==> src/rtl/songsel_ctrl.sv <==
`default_nettype none
// ============================================================================
// Module   : songsel_ctrl
// Purpose  : Song-selection screen controller. Turns debounced up/down/ok
//            button levels into a registered 2-bit song index with
//            auto-repeat and a cursor enable for the selection marker.
//            Hands the chosen song to the game core over start_req/start_ack.
// Options  : define SONGSEL_BLINK_EN to blink the cursor while browsing.
//            Without it the cursor is steady on in BROWSE and no blink
//            counter exists.
// Revision : 1.0 - initial release
// ============================================================================
module songsel_ctrl #(
  parameter int NUM_SONGS    = 4,
  parameter int DEFAULT_SONG = 3,
  parameter int REPEAT_DELAY = 30,
  parameter int REPEAT_RATE  = 8,
  parameter int BLINK_HALF   = 16
) (
  input  logic       clk,
  input  logic       rst,
  input  logic       enable,
  input  logic       frame_tick,
  input  logic       btn_up,
  input  logic       btn_down,
  input  logic       btn_ok,
  input  logic       start_ack,
  output logic [1:0] song,
  output logic       cursor_on,
  output logic       start_req,
  output logic       locked
);

  typedef enum logic [1:0] {
    IDLE    = 2'd0,
    BROWSE  = 2'd1,
    CONFIRM = 2'd2,
    LOCKED  = 2'd3
  } state_t;

  localparam int              HOLD_W      = $clog2(REPEAT_DELAY + 1);
  localparam logic [HOLD_W-1:0] HOLD_TRIP   = HOLD_W'(REPEAT_DELAY);
  // Reloading here makes the next trip exactly REPEAT_RATE ticks away.
  localparam logic [HOLD_W-1:0] HOLD_RELOAD = HOLD_W'(REPEAT_DELAY - REPEAT_RATE);
  localparam logic [1:0]      SONG_LAST   = 2'(NUM_SONGS - 1);
  localparam logic [1:0]      SONG_RESET  = 2'(DEFAULT_SONG);

  // Reject parameter sets the index arithmetic cannot honour.
  generate
    if (NUM_SONGS < 2 || NUM_SONGS > 4 || DEFAULT_SONG < 0 ||
        DEFAULT_SONG >= NUM_SONGS || BLINK_HALF < 1 ||
        REPEAT_RATE < 1 || REPEAT_RATE > REPEAT_DELAY) begin : g_bad_params
      $error("songsel_ctrl: invalid parameter set");
    end
  endgenerate

  state_t              state_q, state_d;
  logic [1:0]          song_q, song_d;
  logic                cursor_on_q, cursor_on_d;
  logic                start_req_q, start_req_d;
  logic                locked_q, locked_d;
  logic [HOLD_W-1:0]   hold_cnt_q, hold_cnt_d;
  logic                btn_up_q, btn_down_q, btn_ok_q;
  logic                step_up, step_dn;

`ifdef SONGSEL_BLINK_EN
  localparam int               BLINK_W    = $clog2(BLINK_HALF + 1);
  localparam logic [BLINK_W-1:0] BLINK_LAST = BLINK_W'(BLINK_HALF - 1);
  logic [BLINK_W-1:0]  blink_cnt_q, blink_cnt_d;
`endif

  // Press detection: rising edge against last cycle's level.
  wire up_press = btn_up   & ~btn_up_q;
  wire dn_press = btn_down & ~btn_down_q;
  wire ok_press = btn_ok   & ~btn_ok_q;
  wire [HOLD_W-1:0] hold_inc = hold_cnt_q + HOLD_W'(1);

  // Next-state, index stepping, auto-repeat and cursor logic.
  always_comb begin
    state_d     = state_q;
    song_d      = song_q;
    cursor_on_d = cursor_on_q;
    start_req_d = 1'b0;
    locked_d    = 1'b0;
    hold_cnt_d  = '0;
    step_up     = 1'b0;
    step_dn     = 1'b0;
`ifdef SONGSEL_BLINK_EN
    blink_cnt_d = blink_cnt_q;
`endif
    unique case (state_q)
      IDLE: begin
        cursor_on_d = 1'b0;
        if (enable) begin
          state_d     = BROWSE;
          cursor_on_d = 1'b1;
`ifdef SONGSEL_BLINK_EN
          blink_cnt_d = '0;
`endif
        end
      end
      BROWSE: begin
        if (!enable) begin
          state_d     = IDLE;
          cursor_on_d = 1'b0;
        end else if (ok_press) begin
          state_d     = CONFIRM;
          start_req_d = 1'b1;
          cursor_on_d = 1'b1;
        end else begin
          if (btn_up && btn_down) begin
            hold_cnt_d = '0;
          end else if (up_press) begin
            step_up = 1'b1;
          end else if (dn_press) begin
            step_dn = 1'b1;
          end else if (btn_up || btn_down) begin
            // One direction held: count frames, trip, then repeat at rate.
            hold_cnt_d = hold_cnt_q;
            if (frame_tick && hold_cnt_q != HOLD_TRIP) begin
              if (hold_inc == HOLD_TRIP) begin
                hold_cnt_d = HOLD_RELOAD;
                step_up    = btn_up;
                step_dn    = btn_down;
              end else begin
                hold_cnt_d = hold_inc;
              end
            end
          end
          if (step_up) begin
            song_d = (song_q == SONG_LAST) ? 2'd0 : song_q + 2'd1;
          end else if (step_dn) begin
            song_d = (song_q == 2'd0) ? SONG_LAST : song_q - 2'd1;
          end
`ifdef SONGSEL_BLINK_EN
          if (step_up || step_dn) begin
            cursor_on_d = 1'b1;
            blink_cnt_d = '0;
          end else if (frame_tick) begin
            if (blink_cnt_q == BLINK_LAST) begin
              cursor_on_d = ~cursor_on_q;
              blink_cnt_d = '0;
            end else begin
              blink_cnt_d = blink_cnt_q + BLINK_W'(1);
            end
          end
`else
          cursor_on_d = 1'b1;
`endif
        end
      end
      CONFIRM: begin
        cursor_on_d = 1'b1;
        if (!enable) begin
          state_d     = IDLE;
          cursor_on_d = 1'b0;
        end else if (start_ack) begin
          state_d  = LOCKED;
          locked_d = 1'b1;
        end else begin
          start_req_d = 1'b1;
        end
      end
      LOCKED: begin
        cursor_on_d = 1'b1;
        if (!enable) begin
          state_d     = IDLE;
          cursor_on_d = 1'b0;
        end else begin
          locked_d = 1'b1;
        end
      end
      default: begin
        state_d     = IDLE;
        cursor_on_d = 1'b0;
      end
    endcase
  end

  // State, outputs and button history; history updates in every state.
  always_ff @(posedge clk) begin
    if (rst) begin
      state_q     <= IDLE;
      song_q      <= SONG_RESET;
      cursor_on_q <= 1'b0;
      start_req_q <= 1'b0;
      locked_q    <= 1'b0;
      hold_cnt_q  <= '0;
      btn_up_q    <= 1'b0;
      btn_down_q  <= 1'b0;
      btn_ok_q    <= 1'b0;
`ifdef SONGSEL_BLINK_EN
      blink_cnt_q <= '0;
`endif
    end else begin
      state_q     <= state_d;
      song_q      <= song_d;
      cursor_on_q <= cursor_on_d;
      start_req_q <= start_req_d;
      locked_q    <= locked_d;
      hold_cnt_q  <= hold_cnt_d;
      btn_up_q    <= btn_up;
      btn_down_q  <= btn_down;
      btn_ok_q    <= btn_ok;
`ifdef SONGSEL_BLINK_EN
      blink_cnt_q <= blink_cnt_d;
`endif
    end
  end

  assign song      = song_q;
  assign cursor_on = cursor_on_q;
  assign start_req = start_req_q;
  assign locked    = locked_q;

endmodule
`default_nettype wire

==> config.mk <==
export PLATFORM = sky130hd
export DESIGN_NAME = songsel_ctrl
export DESIGN_NICKNAME = d
export VERILOG_FILES = /design/src/rtl/songsel_ctrl.sv
export SDC_FILE = /design/constraint.sdc
export NUM_CORES = 1
export LEC_CHECK = 0
export ABC_AREA = 0
export CORE_ASPECT_RATIO = 0.5
export CORE_MARGIN = 2
export CORE_UTILIZATION = 30
export CTS_CLUSTER_SIZE = 25
export DETAILED_ROUTE_END_ITERATION = 8
export MAX_ROUTING_LAYER = met4
export SYNTH_ARGS = -nofsm -noshare
export SYNTH_HDL_FRONTEND = slang
export SYNTH_SLANG_ARGS = --single-unit
==> constraint.sdc <==
create_clock -name clk -period 2.2 [get_ports clk]
set_input_delay 0.44 -clock clk [delete_from_list [all_inputs] [get_ports clk]]
set_output_delay 0.44 -clock clk [all_outputs]
set_load 0.01 [all_outputs]
Yosys cells after proc, flatten, opt, wreduce, memory -nomap -nowiden
Cells that the tools add are included.
{"block": "classes", "bitwise_logic": 10, "reduce_logical": 10, "addsub": 3, "n_mux": 40, "n_eq_ne": 10}
{"operator": "1-bit 2-to-1 mux", "count": 26}
{"operator": "2-bit 2-to-1 mux", "count": 10}
{"operator": "2-bit case mux with 4 select lines", "count": 1}
{"operator": "4-bit AND reduction", "count": 2}
{"operator": "8-bit OR reduction", "count": 1}
{"operator": "1-bit inverter", "count": 7}
{"operator": "2-bit == test, second input constant", "count": 3}
{"operator": "3-bit inequality test, second input constant", "count": 2}
{"operator": "5-bit by 1-bit adder with 5-bit output, second input constant", "count": 1}
{"operator": "5-bit == test, second input constant", "count": 1}
{"operator": "5-bit 2-to-1 mux", "count": 1}
{"operator": "5-bit inequality test, second input constant", "count": 1}
{"operator": "2-bit logical NOT", "count": 2}
{"operator": "2-bit inequality test, second input constant", "count": 2}
{"operator": "1-bit case mux with 2 select lines", "count": 2}
{"operator": "4-bit OR reduction", "count": 1}
{"operator": "1-bit AND", "count": 3}
{"operator": "2-bit by 1-bit adder with 2-bit output, second input constant", "count": 1}
{"operator": "2-bit by 1-bit == test with 1-bit output, second input constant", "count": 1}
{"operator": "1-bit logical AND", "count": 2}
{"operator": "2-bit nonzero test", "count": 1}
{"operator": "2-bit by 1-bit subtractor with 2-bit output, second input constant", "count": 1}
{"operator": "1-bit logical OR", "count": 1}
{"block": "word_totals", "output_inout_bits": 5, "regBits": 15, "in_bits": 8}

Longest topological paths before layout
Gate-level depths: netlist of the first run.
{"block": "depth", "word_depth": 13, "mapped_depth": 8}

Worst setup path before layout of the first run
No wires, ideal clock.
{"block": "synth_timing", "path_kind": "register to register", "from": "reg hold_cnt_q[0]", "to": "reg song_q[1] (netlist: song[1])", "arrival_ps": 1730, "stages_incl_launch_ff": 8, "setup_ps": 120, "setup_slack_ps": 350, "path_buffers": 0, "path_cell_list": "dfxtp_1 -> ha_1 -> and2_1 -> nand4b_1 -> a21oi_2 -> o211ai_2 -> mux2_2 -> a211o_1"}
{"block": "synth_between", "elab_chain_len": 13, "elab_cells_between_ends": 25}
{"element": "from (decl)", "line": "62", "rtl": "logic [HOLD_W-1:0] hold_cnt_q, hold_cnt_d;"}
{"element": "from (signal assigned)", "line": "201", "rtl": "hold_cnt_q <= hold_cnt_d;"}
{"element": "5-bit by 1-bit adder with 5-bit output", "line": "76", "rtl": "wire [HOLD_W-1:0] hold_inc = hold_cnt_q + HOLD_W'(1);"}
{"element": "5-bit == test", "line": "121", "rtl": "if (hold_inc == HOLD_TRIP) begin"}
{"element": "1-bit 2-to-1 mux", "line": "121"}
{"element": "1-bit 2-to-1 mux", "line": "120", "rtl": "if (frame_tick && hold_cnt_q != HOLD_TRIP) begin"}
{"element": "1-bit 2-to-1 mux", "line": "117", "rtl": "end else if (btn_up || btn_down) begin"}
{"element": "1-bit 2-to-1 mux", "line": "115", "rtl": "end else if (dn_press) begin"}
{"element": "1-bit 2-to-1 mux", "line": "113", "rtl": "end else if (up_press) begin"}
{"element": "1-bit 2-to-1 mux", "line": "111", "rtl": "if (btn_up && btn_down) begin"}
{"element": "1-bit 2-to-1 mux", "line": "106", "rtl": "end else if (ok_press) begin"}
{"element": "1-bit 2-to-1 mux", "line": "103", "rtl": "if (!enable) begin"}
{"element": "1-bit 2-to-1 mux", "line": "91", "rtl": "unique case (state_q)"}
{"element": "2-bit nonzero test (no line)"}
{"element": "4-bit AND reduction (no line)"}
{"element": "to (signal assigned)", "line": "197", "rtl": "song_q <= song_d;"}
{"element": "to (decl)", "line": "58", "rtl": "logic [1:0] song_q, song_d;"}
Parallel ways exist; a longest one is shown, timed or not. The select of a mux whose other input is x is not followed.
A chain may end at the register's enable or synchronous reset.

Final worst setup path of the first run
Ends and elaborated chain as after synthesis.

==> metrics.md, run 1 <==
| Metric | Value |
|---|---|
| Cells after DPL | `about 150` |
| H-tree Lvls | `1` |
| Later-pin clock latency in the skew report | `about 250 ps` |
| CP Buf/Inv Count | `0` |
| Syn avg cell area | `8.66 µm²` |
| Crit Path Category | `reg -> reg` |
| EDFF count, synth | `0` |
| Postcts setup bufs | `0` |
| Post-route ant nets | `0` |
| R2R cell count | `7` |
| Largest net degree at the start of global routing | `10` |
| Number of primary I/O pins | `13` |
| Vias in the first global route | `between 600 and 700` |
| Post-CTS sizing | `0` |
| Crit path max fanout | `6` |
| RSZ-0062 raised after global routing | `no` |
| Antenna violations before repair | `0` |
| Drt drc | `0` |
| Post-layout util | `between 40% and 50%` |
| Fillers | `about 300` |
| Final Setup Violations | `0` |
| CTS tree | `built` |
| Commonest cells in the synthesized netlist | `dfxtp_1, inv_1, a21oi_1, ha_1, nor2_1` |
| Final wirelength | `~1600 µm` |
| Measured slew at the worst slew-check pin | `241 ps` |
| Worst setup SP type | `register` |
| # rows | `13` |
| HP Class | `reg -> reg` |
| Final hold slack | `500 ps` |
| Top cell type's share of synthesized area | `34.0%` |
| Cell Chain, Critical Path | `ha_1 -> and2_1 -> nand4b_1 -> a21oi_2 -> o211ai_2 -> mux2_2 -> a211o_1` |
| I/O Buffers | `12` |
| Share of layout cells above drive strength 1 | `between 10% and 20%` |
| Hold Path Depth | `2` |
| Total number of vias | `~730` |
| Yosys top cell by area | `dfxtp_1` |
| Register area share after synthesis | `between 30% and 40%` |
| CTS sink count | `15` |
| Slowest stage delay, CP | `roughly 440 ps` |
| CTS buffer count | `3` |
| Status | `complete, no violations` |
| Distinct cells, synth | `33` |
| Most common cell in the netlist | `dfxtp_1` |
| Worst setup EP type | `register` |
| Vias/cell | `4.64` |
| Syn Nets | `120` |
| CP required | `~2300 ps` |
| DR iter-0 viols | `12` |
| Top FF cell, synth | `dfxtp_1` |
| Die Y | `42.4 µm` |
| #FFs+latches synth | `15` |
| Clock skew | `between 4 and 5 ps` |
| Final Max Slew Viols | `0` |
| Core Area | `~2700 µm²` |
| Chip Width | `about 81 µm` |
| Fmax | `between 400 and 500 MHz` |
| Clock transition at path regs | `roughly 60 ps` |
| Netlist Area Pre-Place | `just under 900 µm²` |
| Max cap viols | `0` |
| FFs w/ async S/R, synth | `0%` |
| Top post-synthesis cells by area | `dfxtp_1, ha_1, a21oi_1` |
| Rel. slew slack | `between 80% and 90%` |
| Gp weighted congestion | `about 0.78` |
| CP top delay family | `compound AO/OA/AOI/OAI gates` |
| Total Routing Usage GR | `a little under an eighth` |
| Overflow left after global routing | `0` |
| CP max stage cell | `dfxtp_1` |
| Crit. path cell count | `7` |
| Fin Setup TNS | `0 ps` |
| Critical Path AT | `2150 ps` |
| First-pass GRT wire length | `between 2000 and 3000 µm` |
| VDD IR max | `roughly 0.00022 V` |
| LEAKAGE | `between 0.4 and 0.5 nW` |
| TritonRoute pass-1 iters | `3` |
| Longest Clk Path Bufs | `2` |
| Clk root buf | `clkbuf_8` |
| Minimum clock period | `2010 ps` |
| Fin cells | `around 160` |
| Synthesis warning total | `0` |
| Starting density of the core | `about a third` |
| DIE AREA | `~3400 µm²` |
| HPWL after DPL | `around 1300 µm` |
| WL/cell | `slightly above 10 µm` |
| Fin. Hold Viols | `0` |
| Antenna cells | `0` |
| Tcrit/Tclk final | `about nine tenths` |
| Synthesis-to-finish area growth | `27.1%` |
| CTS Hold Bufs | `0` |
| Cell Pwr Density | `about 520 nW/µm²` |
| Cells after Synth | `102` |
| Fin nets | `140` |
[metrics by stage]
stage	setup WS [ps]	power, mW	instance area (µm²)
2_1_floorplan	350	0.331	883
3_3_place_gp	95.1	0.366	1080
3_5_place_dp	64.3	0.366	1080
4_1_cts	197	0.597	1120
5_1_grt	32.1	0.620	1120
6_report	192	0.584	1120
[worst reg2reg max path, stage by stage (launching register included)]
cell and delay [ps]:
dfxtp_1 440, ha_1 180, and2_1 150, nand4b_1 180
a21oi_2 280, o211ai_2 130, mux2_2 270, a211o_1 280
[path summary, 6_finish.rpt]
check / start / to / slack [ps]
max: hold_cnt_q[0]$_SDFFE_PP0N_ / song[1]$_SDFFE_PP1P_ / 190
max reg2reg: hold_cnt_q[0]$_SDFFE_PP0N_ / song[1]$_SDFFE_PP1P_ / 190
min: hold_cnt_q[4]$_SDFFE_PP0N_ / hold_cnt_q[4]$_SDFFE_PP0N_ / 500
min reg2reg: hold_cnt_q[4]$_SDFFE_PP0N_ / hold_cnt_q[4]$_SDFFE_PP0N_ / 500
[placed cells by master, fill, tap and decap left out]
cell	netlist	routed
a211o_1	1	1
a211oi_1	4	4
a21boi_2	1	1
a21oi_1	10	10
a21oi_2	1	1
a32oi_1	1	1
and2_1	1	1
and2b_2	1	1
and3_1	1	1
and3_2	2	2
and3b_1	1	1
buf_4	0	4
clkbuf_8	0	3
clkdlybuf4s50_1	0	12
clkinv_2	0	1
dfxtp_1	15	15
ha_1	10	10
inv_1	12	12
mux2_2	1	1
mux2i_1	2	2
nand2_1	4	4
nand2b_1	1	1
nand3_1	2	2
nand4_1	2	2
nand4b_1	1	1
nor2_1	9	9
nor2b_1	5	5
nor3_1	2	2
nor3b_1	1	1
o2111ai_1	1	1
o2111ai_2	1	1
o211ai_2	1	1
o21ai_0	3	3
o21ai_2	1	1
or3_1	2	2
or4_1	1	1
[area by class of cell]
cell class | count | area, µm² | area share, %
tap | 37 | 46.3 | 4.12
sequential | 15 | 300 | 26.8
inverter | 12 | 45.0 | 4.01
timing repair buffer | 16 | 150 | 13.4
clock inverter | 1 | 5.00 | 0.446
clock buffer | 3 | 41.3 | 3.68
multi-input combinational | 74 | 534 | 47.6
[flip-flops by register name, indices dropped and copies added (netlist names)]
signal / flops
start_req: 1
cursor_on: 1
btn_ok_q: 1
btn_up_q: 1
btn_down_q: 1
locked: 1
state_q: 2
song: 2
hold_cnt_q: 5
[report_power, final]
group,switching (mW),total (mW),internal [mW]
combinational,0.0363,0.0745,0.0382
clock,0.0986,0.224,0.126
sequential,0.00529,0.285,0.280
[cells by family (layout without fill, tap and decap cells)]
logic type / count (synthesis) / count (layout) / synth area share (%)
AOI/OAI and AO/OA: 25 / 25 / 20.1
buffers and inverters: 13 / 32 / 5.52
adders and majority gates: 10 / 10 / 14.2
muxes: 3 / 3 / 3.54
DFF: 15 / 15 / 34.0
and+or+nand+nor: 36 / 36 / 22.7
[layer usage]
metal	GRT usage, %	vias up	routed length, µm
li1	-	395	-
met1	14.8	327	855
met2	16.7	7	688
met3	3.88	4	54
met4	7.12	0	40
met5	-	-	0
(Power assumes the default switching activity.)
==> run 2, diff against run 1 <==
Clock period 2.2 ns to 2.4 ns, I/O delays scaled along.
==> run 2 against run 1 <==
  * Cell area fell by 0.78%
  * Global-route usage fell by 1.3 points
  * Worst hold slack improved by 2.7 ps
  * Largest cell class unchanged
  * Setup slack improved by 120 ps
  * Core utilization fell by 0.32 points
  * Register-to-register slack improved by 120 ps
  * Cell count fell by 0.63%
  * Critical endpoint unchanged
  * Sequential share of layout area rose by 0.21 points
  * Largest power group unchanged
  * Sequential power fell by 8.1%
  * Die area did not move
==> metrics.md, run 2 (same netlist as run 1, synthesis figures left out) <==
| Metric | Value |
|---|---|
| Status | `complete, no violations` |
| Clock transition at path regs | `about 60 ps` |
| Overflow left after global routing | `0` |
| Final Setup Violations | `0` |
| Drt drc | `0` |
| H-tree Lvls | `1` |
| Measured slew at the worst slew-check pin | `~280 ps` |
| CP top delay family | `compound AO/OA/AOI/OAI gates` |
| First-pass GRT wire length | `around 2700 µm` |
| LEAKAGE | `0.442 nW` |
| Minimum clock period | `between 2000 and 2500 ps` |
| Final WS setup | `317 ps` |
| Die Y | `~42 µm` |
| HPWL after DPL | `between 1000 and 1500 µm` |
| TritonRoute pass-1 iters | `4` |
| Worst setup SP type | `register` |
| Cell Pwr Density | `between 400 and 500 nW/µm²` |
| HP Class | `reg -> reg` |
| Longest Clk Path Bufs | `2` |
| Gp weighted congestion | `between 0.7 and 0.8` |
| Antenna violations before repair | `0` |
| Commonest cells after routing, fill and taps aside | `dfxtp_1, inv_1, clkdlybuf4s50_1` |
| Worst setup EP type | `register` |
| Clock skew | `1.67 ps` |
| Fin. Hold Viols | `0` |
| CP Buf/Inv Count | `0` |
| Max cap viols | `0` |
| # rows | `13` |
| Synthesis-to-finish area growth | `26.1%` |
| Fin nets | `about 140` |
| Chip Width | `approximately 81 µm` |
| DIE AREA | `roughly 3400 µm²` |
| Biggest register | `hold_cnt_q` |
| CTS Hold Bufs | `0` |
| Largest register FFs | `5` |
| Post-route ant nets | `0` |
| Number of primary I/O pins | `13` |
| CP required | `between 2000 and 3000 ps` |
| Core Area | `between 2000 and 3000 µm²` |
| Largest net degree at the start of global routing | `10` |
| CTS buffer count | `3` |
| Vias/cell | `~4.7` |
| Share of layout cells above drive strength 1 | `between 10% and 20%` |
| Fmax | `around 480 MHz` |
| FF-to-FF setup slack | `320 ps` |
| Later-pin clock latency in the skew report | `250 ps` |
| Instance area at placement | `1070 µm²` |
| Vias in the first global route | `642` |
| Total Routing Usage GR | `between 10% and 20%` |
| Fillers | `281` |
| Postcts setup bufs | `0` |
| Critical Path AT | `~2200 ps` |
| Fin Setup TNS | `0 ps` |
| Clk root buf | `clkbuf_8` |
| Post-route cell area | `between 1000 and 1500 µm²` |
| Cell Chain, Critical Path | `ha_1 -> and2_1 -> nand4b_1 -> a21oi_2 -> o211ai_2 -> mux2_2 -> a211o_1` |
| Slowest stage delay, CP | `~480 ps` |
| Starting density of the core | `about a third` |
| Total number of vias | `about 740` |
| CP max stage cell | `dfxtp_1` |
| Final Max Slew Viols | `0` |
| VDD IR max | `0.000248 V` |
| Crit Path Category | `reg -> reg` |
| CTS tree | `built` |
| Final hold slack | `around 500 ps` |
| Final wirelength | `between 1500 and 2000 µm` |
| Most common cell after layout, fill and taps aside | `dfxtp_1` |
| Crit path max fanout | `8` |
| Antenna cells | `0` |
| Pre-CTS setup slack | `between 200 and 250 ps` |
| Post-CTS sizing | `0` |
| RSZ-0062 raised after global routing | `no` |
| CTS sink count | `15` |
| I/O Buffers | `12` |
| Rel. slew slack | `about four fifths` |
| DR iter-0 viols | `19` |
| Tcrit/Tclk final | `between 80 and 90%` |
| WL/cell | `around 11 µm` |
run 2: cell types whose count changed in the layout (fill, tap and decap cells not counted), sizes merged:
cell    before  now
clkbuf       3    4
clkinv       1    0
buf          4    3
run 2: path summary, 6_finish.rpt:
check,depth (start not counted),end,from
worst max-delay path,7,song[1]$_SDFFE_PP1P_,hold_cnt_q[0]$_SDFFE_PP0N_
worst max register to register,7,song[1]$_SDFFE_PP1P_,hold_cnt_q[0]$_SDFFE_PP0N_
worst min register to register,2,hold_cnt_q[4]$_SDFFE_PP0N_,hold_cnt_q[4]$_SDFFE_PP0N_
worst min-delay path,2,hold_cnt_q[4]$_SDFFE_PP0N_,hold_cnt_q[4]$_SDFFE_PP0N_
run 2: layout make-up:
class                   count  area (µm²)  share of cell area (%)
clock buffers               4        45.0                    4.04
inverters                  12        45.0                    4.04
multi-input cells          74         534                    48.0
flip-flops and latches     15         300                    27.0
well taps                  37        46.3                    4.16
repair buffers             15         143                    12.8
run 2: power breakdown:
part | internal [mW] | switching, mW | leakage [nW]
Sequential | 0.257 | 0.00523 | 0.122
Clock | 0.118 | 0.0855 | 0.0228
Combinational | 0.0348 | 0.0325 | 0.297
run 2: per-layer routing:
layer  track usage (%)  share of wire, %
met1              13.2                51
met2              15.7                44
met4              3.05              0.85
met3              4.53               3.4
met5                 -                 0
run 2: tightest hold or removal path, stage by stage (launching register included):
cell	delay, ps
dfxtp_1	320
inv_1	70
a211oi_1	60
run 2: per-stage QoR:
step           util [%]  instances  power, mW
2_1_floorplan         -        102      0.304
3_3_place_gp       39.6        153      0.336
3_5_place_dp       39.6        153      0.335
4_1_cts            41.2        157      0.545
5_1_grt            41.2        157      0.560
6_report           41.2        157      0.532
==> patch: new RTL, flow settings as in run 1 <==
Set the parameter `REPEAT_DELAY` to 60 (it was 30).
--- a/src/rtl/songsel_ctrl.sv
+++ b/src/rtl/songsel_ctrl.sv
@@ -14,5 +14,5 @@
   parameter int NUM_SONGS    = 4,
   parameter int DEFAULT_SONG = 3,
-  parameter int REPEAT_DELAY = 30,
+  parameter int REPEAT_DELAY = 60,
   parameter int REPEAT_RATE  = 8,
   parameter int BLINK_HALF   = 16
Formal check against the unedited RTL: no difference found for any inputs over 10 cycles, from zero or initial values and one cycle with rst high; that may be too few to reach the edited logic, so the function may still have changed.
==> patch against run 1 <==
Synthesized area increased by 0.14%; global-route usage fell by 0.29 points; critical path depth shrank 1; die area rose by 0.13%; total power grew 10%; largest power group unchanged; routed wire length increased by 0.43%; sequential cell count is 1 higher; setup slack better by 0.18 ns; maximum frequency is 9.7% higher; final area is 1.9% lower.
==> patch: results (changes against run 1) <==
VDD IR max 296.4 µV (+33%); Inst Count DP 151 (-1.9%); Detailed Routing Iterations Pass 1 4 (+1); grt met1 use 14.38% (-0.41 points); Finished Layout Cells 155 (-1.9%); Layout fillers 296 (+1.4%); reg2reg path depth 6 (-1); leak pwr 0.4400 nW (-2.3%); Routed Wire Length 1.645 mm (+0.43%); uppermost layer routed met3; Reg with most FFs hold_cnt_q; Relative slew margins 65.39% (-19 points); Synth area leaders dfxtp_1 (36%), ha_1 (13%), nor2_1 (5.1%); slowest CP cell clkdlybuf4s50_1; status finished clean; Synth cell types 35 (+6.1%); hold path startpoint hold_cnt_q[1]$_SDFFE_PP0N_; All-Layer GR Usage 11.59% (-0.29 points); WL met3 51 µm (-5.6%); Compound-Gate Fraction of Synth Area 18.95% (-1.2 points); Mapped Cells 103 (+0.98%); Metal-1 WL 834 µm (-2.5%); fin worst setup slack 0.3694 ns (+0.1776 ns); first-pass GRT wire length 2.884 mm (-3.2%); postcts setup bufs 0 (unchanged); GPL Wtd Cong 0.8300 (+6.5%); Placement Setup Slack 0.1140 ns (+0.04977 ns); vias in the first global route 636 (-5.2%); multiplexer share of the synthesized area 1.132% (-2.4 points); met3 usage 4.526% (+0.65 points); worst setup path end song[0]$_SDFFE_PP1P_; P_sw 149.0 µW (+6.2%); register area share after synthesis 36.21% (+2.2 points); R2R setup slack 0.45 ns (+0.26 ns); Reg-to-Reg End song[1]$_SDFFE_PP1P_; share of post-route cells with drive strength above 1 6.780% (-7.3 points); crit path from btn_up; clk root buf clkbuf_8; GR Util met2 16.17% (-0.50 points); met2 WL post-DR 758 µm (+10%); Via density 4.716 (+1.7%); number of flip-flops in the largest register 6 (+1); synth cell count leaders dfxtp_1 (16), nor2_1 (12), inv_1 (10); Setup Skew 0.002514 ns (-0.001551 ns); Post-DP HPWL 1.234 mm (-3.5%); slowest cell delay on critical path 0.50 ns (+0.06 ns); XOR/XNOR Fraction of Synth Area 1.980% (+2.0 points); H-tree Lvls 1 (unchanged); top fanout value on the critical path 4 (-2); Adder-Cell Fraction of Synth Area 12.73% (-1.4 points); nets 136 (-2.9%); hold endpoint hold_cnt_q[1]$_SDFFE_PP0N_
-- patch: per-stage QoR --
stage	area, µm²	utilization, %	hold slack, ns
2_1_floorplan	884.6	-	0.4654
3_3_place_gp	1046	38.74	0.4908
3_5_place_dp	1046	38.74	0.4882
4_1_cts	1101	40.78	0.4968
5_1_grt	1101	40.78	0.5262
6_report	1101	40.78	0.4914
-- patch: layout make-up --
type,instances,share of cell area [%]
Multi-Input combinational cell,74,46.02
Sequential cell,16,29.09
Timing Repair Buffer,14,12.27
Clock buffer,4,5.000
Tap cell,37,4.205
Inverter,10,3.409
-- patch: power groups by stage --
| stage | combinational [mW] | sequential (mW) | clock [mW] |
|---|---|---|---|
| final | 0.0747 | 0.303 | 0.266 |
| after global routing | 0.0844 | 0.305 | 0.297 |
| after CTS | 0.0752 | 0.304 | 0.272 |
| after detailed placement | 0.0745 | 0.310 | 0 |
| after global placement | 0.0749 | 0.310 | 0 |
| after floorplan | 0.0412 | 0.310 | 0 |
